==> config.mk <==
export PLATFORM = sky130hd
export DESIGN_NAME = circle_plotter
export DESIGN_NICKNAME = d
export VERILOG_FILES = /design/src/rtl/vga_pkg.sv /design/src/rtl/pixel_clip.sv /design/src/rtl/circle_plotter.sv
export SDC_FILE = /design/constraint.sdc
export NUM_CORES = 1
export LEC_CHECK = 0
export ABC_AREA = 1
export ABC_CLOCK_PERIOD_IN_PS = 4670
export BUFFER_PORTS_ARGS = -buffer_cell sky130_fd_sc_hd__buf_2
export CAP_MARGIN = 40
export CELL_PAD_IN_SITES_DETAIL_PLACEMENT = 1
export CELL_PAD_IN_SITES_GLOBAL_PLACEMENT = 1
export CORE_ASPECT_RATIO = 0.5
export CORE_MARGIN = 1.5
export CORE_UTILIZATION = 45
export DETAILED_ROUTE_END_ITERATION = 16
export HOLD_SLACK_MARGIN = 0.15
export PLACE_DENSITY_LB_ADDON = 0.1
export SYNTH_ARGS = -nofsm -noshare
export SYNTH_HDL_FRONTEND = slang
export SYNTH_SLANG_ARGS = --single-unit
export TNS_END_PERCENT = 10
==> constraint.sdc <==
create_clock -name clk -period 4.67 [get_ports clk]
set_input_delay 0.7005 -clock clk [delete_from_list [all_inputs] [get_ports clk]]
set_output_delay 0.7005 -clock clk [all_outputs]
set_load 0.01 [all_outputs]
==> src/rtl/vga_pkg.sv <==
// Shared screen geometry, coordinate types and engine state encoding for the
// VGA shape-drawing engines.
package vga_pkg;

  localparam int SCREEN_W = 160;
  localparam int SCREEN_H = 120;

  typedef logic        [7:0] coord_x_t;
  typedef logic        [6:0] coord_y_t;
  typedef logic        [2:0] colour_t;
  typedef logic signed [9:0] scoord_t;

  // Octant offsets and the midpoint decision variable of the circle engine.
  typedef logic signed [8:0]  offset_t;
  typedef logic signed [10:0] crit_t;

  typedef enum logic [2:0] {
    IDLE,
    INIT,
    PLOT,
    STEP,
    DONE
  } circle_state_t;

endpackage

==> src/rtl/pixel_clip.sv <==
// Screen-bounds test for a signed pixel coordinate; passes through the low
// bits for the adapter and flags whether the pixel may be strobed.
module pixel_clip
  import vga_pkg::*;
#(
  parameter int X_LIMIT = SCREEN_W,
  parameter int Y_LIMIT = SCREEN_H
) (
  input  scoord_t  x,
  input  scoord_t  y,
  output coord_x_t px,
  output coord_y_t py,
  output logic     in_bounds
);

  assign px = x[7:0];
  assign py = y[6:0];

  // The sign bit rejects negatives; the upper bound is a signed compare.
  assign in_bounds = !x[9] && !y[9] &&
                     (x < scoord_t'(X_LIMIT)) && (y < scoord_t'(Y_LIMIT));

endmodule

==> src/rtl/circle_plotter.sv <==
// Midpoint circle engine: eight symmetric pixels per iteration, one registered
// plot request per clock, with off-screen pixels suppressed.
module circle_plotter
  import vga_pkg::*;
#(
  parameter int SCREEN_W = vga_pkg::SCREEN_W,
  parameter int SCREEN_H = vga_pkg::SCREEN_H
) (
  input  logic     clk,
  input  logic     rst_n,
  input  logic     start,
  input  coord_x_t centre_x,
  input  coord_y_t centre_y,
  input  logic [7:0] radius,
  input  colour_t  colour,
  output logic     done,
  output coord_x_t vga_x,
  output coord_y_t vga_y,
  output colour_t  vga_colour,
  output logic     vga_plot
);

  circle_state_t state, state_next;

  coord_x_t   cx;
  coord_y_t   cy;
  logic [7:0] r;
  colour_t    col;
  offset_t    ox, oy;
  crit_t      crit;
  logic [2:0] k;

  offset_t oy_inc, ox_new;
  crit_t   crit_new;
  logic    more;

  scoord_t  sx, sy, ecx, ecy, dox, doy;
  coord_x_t clip_x;
  coord_y_t clip_y;
  logic     clip_ok;

  // Midpoint step: the decision update uses the already-advanced oy/ox.
  always_comb begin
    // NOTE: every always_comb output gets a default first so no path infers a latch.
    oy_inc   = oy + 9'sd1;
    ox_new   = ox;
    crit_new = crit + (crit_t'(oy_inc) <<< 1) + 11'sd1;
    if (crit > 11'sd0) begin
      ox_new   = ox - 9'sd1;
      crit_new = crit + ((crit_t'(oy_inc) - crit_t'(ox_new)) <<< 1) + 11'sd1;
    end
    more = (oy_inc <= ox_new);
  end

  always_comb begin
    ecx = scoord_t'({2'b00, cx});
    ecy = scoord_t'({3'b000, cy});
    dox = scoord_t'(ox);
    doy = scoord_t'(oy);
    sx  = ecx + dox;
    sy  = ecy + doy;
    case (k)
      3'd0: begin sx = ecx + dox; sy = ecy + doy; end
      3'd1: begin sx = ecx + doy; sy = ecy + dox; end
      3'd2: begin sx = ecx - dox; sy = ecy + doy; end
      3'd3: begin sx = ecx - doy; sy = ecy + dox; end
      3'd4: begin sx = ecx - dox; sy = ecy - doy; end
      3'd5: begin sx = ecx - doy; sy = ecy - dox; end
      3'd6: begin sx = ecx + dox; sy = ecy - doy; end
      3'd7: begin sx = ecx + doy; sy = ecy - dox; end
      default: ;
    endcase
  end

  pixel_clip #(
    .X_LIMIT(SCREEN_W),
    .Y_LIMIT(SCREEN_H)
  ) u_clip (
    .x        (sx),
    .y        (sy),
    .px       (clip_x),
    .py       (clip_y),
    .in_bounds(clip_ok)
  );

  always_comb begin
    state_next = state;
    case (state)
      IDLE:    if (start) state_next = INIT;
      INIT:    state_next = PLOT;
      PLOT:    if (k == 3'd7) state_next = STEP;
      STEP:    state_next = more ? PLOT : DONE;
      DONE:    if (!start) state_next = IDLE;
      default: state_next = IDLE;
    endcase
  end

  assign done = (state == DONE);

  always_ff @(posedge clk or negedge rst_n) begin
    if (!rst_n) begin
      state <= IDLE;
    end else begin
      // NOTE: sequential state uses non-blocking assignment so all flops update together.
      state <= state_next;
    end
  end

  always_ff @(posedge clk or negedge rst_n) begin
    if (!rst_n) begin
      cx         <= '0;
      cy         <= '0;
      r          <= '0;
      col        <= '0;
      ox         <= '0;
      oy         <= '0;
      crit       <= '0;
      k          <= '0;
      vga_x      <= '0;
      vga_y      <= '0;
      vga_colour <= '0;
      vga_plot   <= 1'b0;
    end else begin
      vga_plot <= 1'b0;
      case (state)
        IDLE: begin
          if (start) begin
            cx  <= centre_x;
            cy  <= centre_y;
            r   <= radius;
            col <= colour;
          end
        end
        INIT: begin
          ox   <= offset_t'({1'b0, r});
          oy   <= '0;
          crit <= 11'sd1 - crit_t'({3'b000, r});
          k    <= '0;
        end
        PLOT: begin
          k          <= k + 3'd1;
          vga_x      <= clip_x;
          vga_y      <= clip_y;
          vga_colour <= col;
          vga_plot   <= clip_ok;
        end
        STEP: begin
          oy   <= oy_inc;
          ox   <= ox_new;
          crit <= crit_new;
          k    <= '0;
        end
        default: ;
      endcase
    end
  end

endmodule

==> metrics.cfg <==
[status]
status = complete, no violations

[synth]
yosysUniqueCellTypes = 50
syn-mean-instance-area_um2 = 7.264
synthFlopType = dfrtp_1
syn-instance-count = 945
async_flop_share = 1.000
yosys_warnings = 0
syn-cell-area_um2 = 6864
synth.net_count = 1040
ys_ff_latch = 80
synth_edf_count = 0
synth_seq_area_share = 0.2917

[worst_setup_path]
crit_start = oy[0]$_DFFE_PN0N_
critical_path_class = register to register
worstPathArrival_ps = 4150
worstPathRequired_ps = 4910
critPathMostFrequentCell = nand2_1
max_stage_delay_ps = 430
r2r-start = oy[0]$_DFFE_PN0N_
critPathCaptureType = register
cp_slowest_cell = dfrtp_1
cp-start-kind = register
critPathBufInv = 4
r2r_cells = 26
worstSetupPathDepth = 26
critPathMaxFanout = 8
crit_family = simple AND/OR/NAND/NOR gates

[routing]
via_per_inst = 5.641
drt_first_pass_iters = 5
ant_nets = 0
drc = 0
vias = 6735
drt-total-wl_mm = 22.72
wl_per_cell_um = 19.03
dr.first_iter.drc_count = 433

[placed_design]
place_hpwl_mm = 17.76
post-place-ws_ps = 789.2
place_congestion = 0.9039
portBuffers = 48

[timing]
skew_ps = 11.84
tightest_slew_ps = 842.7
hold_viol_final = 0
worst_slack_ps = 762.5
final_max_slew_viol_count = 0
setup_viol = 0
fin_crit_sh = 0.8367
maxSlewHeadroom = 0.4368
setup_tns_ps = 0
hold_slack_ps = 305.0
fmax_mhz = 255.9
fin_crit_ps = 3907
rsz0062_at_grt = no

[global_routing]
grt_pass1_wl_mm = 37.59
grt_max_degree = 44
antenna_found_initial = 0
gr-total-overflow = 0
grt_pass1_vias = 7134
grt.total_usage = 0.2997

[cts]
cts_root_buffer = clkbuf_16
cts_setup_buffers = 0
cts_buffers = 9
hold_buffers = 0
cts_tree = yes
clock_path_buffers = 2
htree_levels = 3
clock_latency_ps = 350
postCtsResizedCells = 0
clkTransAtPathRegs_ps = 70
cts_num_sinks = 80

[floorplanning]
row_count = 31
dieArea_um2 = 16050
die_height_um = 90.33
io_pins = 49
core_um2 = 14660
die_w_um = 177.7
start_util = 0.4682

[hold_path]
min_path_type = primary input to asynchronous set/reset pin

[layout]
final_nets = 1086
diodes = 0
n_fill_cell = 1912
syn2layout_area_growth_pct = 10.85
layout-drive-gt1-share = 0.1335

[job]
maxCapViolCount = 0

==> kinds of logic (layout without fill, tap and decap cells) <==
family | count (synthesis) | count (layout) | synth area share
and+or+nand+nor | 433 | 433 | 0.2762
AOI/OAI and AO/OA | 165 | 165 | 0.1435
buffers and inverters | 145 | 196 | 0.08494
DFF | 80 | 80 | 0.2917
adders and majority gates | 66 | 66 | 0.1258
xor gates and xnor gates | 38 | 38 | 0.04849
muxes | 18 | 18 | 0.02953
==> routing by layer <==
layer,wire [µm],vias to the layer above,GRT usage,share of wire
met3,960,28,0.03746,0.042
met4,379,0,0.07843,0.017
met5,0,-,0,0
met2,10490,149,0.5020,0.46
met1,10890,3325,0.4085,0.48
li1,-,3233,-,-
==> metrics by stage <==
stage,cells,util,instance area [µm²]
finish,1194,0.5189,7609
global route,1194,0.5189,7609
CTS,1194,0.5189,7609
detailed placement,1178,0.4992,7320
global placement,1177,0.4974,7292
floorplan,945,-,6864
==> synthesized netlist by cell type, types with 8 or more instances <==
cell	n	share of area
nor2_1	64	0.035
a22oi_1	10	0.011
o21ai_0	48	0.035
nor3_1	10	0.0073
nand3_1	65	0.047
inv_1	112	0.061
mux2_2	18	0.030
nand2_1	244	0.13
o22ai_1	14	0.013
xor2_1	28	0.036
dfrtp_1	80	0.29
buf_2	8	0.0058
inv_2	11	0.0060
a21oi_1	41	0.030
o21ai_1	15	0.011
xnor2_1	10	0.013
ha_1	61	0.11
nand2_2	9	0.0082
clkbuf_1	8	0.0044
nand4_1	11	0.010
==> registers in the layout (all words and copies together), names as in the netlist, 7 cells and up <==
name   count
r          8
vga_x      8
ox         9
oy         9
cx         8
cy         7
vga_y      7
crit      11
==> final cells by class <==
type / instances / area (µm²) / area share
clock buffers: 10 / 239.0 / 0.03141
well taps: 198 / 247.7 / 0.03256
repair buffers: 56 / 322.8 / 0.04243
flip-flops and latches: 80 / 2002 / 0.2631
multi-input cells: 720 / 4279 / 0.5624
clock inverters: 6 / 50.05 / 0.006578
inverters: 124 / 467.9 / 0.06150
==> worst register-to-register path: stages, from the launching register on <==
cell      delay, ps
dfrtp_1         430
inv_1           210
nor3_2          170
inv_2            60
nand2_1          60
inv_1            40
or2_2           280
inv_1           120
ha_1            300
a21oi_1         190
nand2_1         100
nand2_1          70
nand2_1          50
nand2_1          80
a21oi_1          70
o21ai_0         170
nand2_1          90
xor2_1          160
ha_1            320
a21oi_1         150
a21boi_0        180
nand3_1         110
nand3b_1        160
nand3_1          70
nand3_1          70
nand2_1          60
nand2_1          50
==> path summary, 6_finish.rpt <==
path / end / slack, ps
hold / removal: vga_x[4]$_DFFE_PN0P_ / 300
max in group asynchronous: r[1]$_DFFE_PN0P_ / 3350
setup reg to reg: crit[10]$_DFFE_PN0N_ / 760
setup / recovery: crit[10]$_DFFE_PN0N_ / 760
hold reg to reg: vga_colour[0]$_DFFE_PN0P_ / 470
min in group clk: vga_colour[0]$_DFFE_PN0P_ / 470
==> layout by cell type, fill, tap and decap left out, types with 6 or more instances in the layout <==
cell type / Yosys / layout
o2111ai_1: 6 / 6
a211oi_1: 6 / 6
o21ai_0: 48 / 48
o22ai_1: 14 / 14
clkbuf_16: 0 / 9
xnor2_1: 10 / 10
a22oi_1: 10 / 10
nor3_1: 10 / 10
buf_4: 1 / 8
xor2_1: 28 / 28
o21ai_1: 15 / 15
dfrtp_1: 80 / 80
nand3_1: 65 / 65
nor2_1: 64 / 64
a21oi_1: 41 / 41
mux2_2: 18 / 18
buf_2: 8 / 47
inv_2: 11 / 11
nand2_1: 244 / 244
or2_2: 6 / 6
ha_1: 61 / 61
nand4_1: 11 / 11
nand2_2: 9 / 9
nand3b_1: 6 / 6
inv_1: 112 / 112
Power is left out: the tool's default activity adds up to more than one toggle a clock period on the data nets, which glitch-free logic cannot reach.
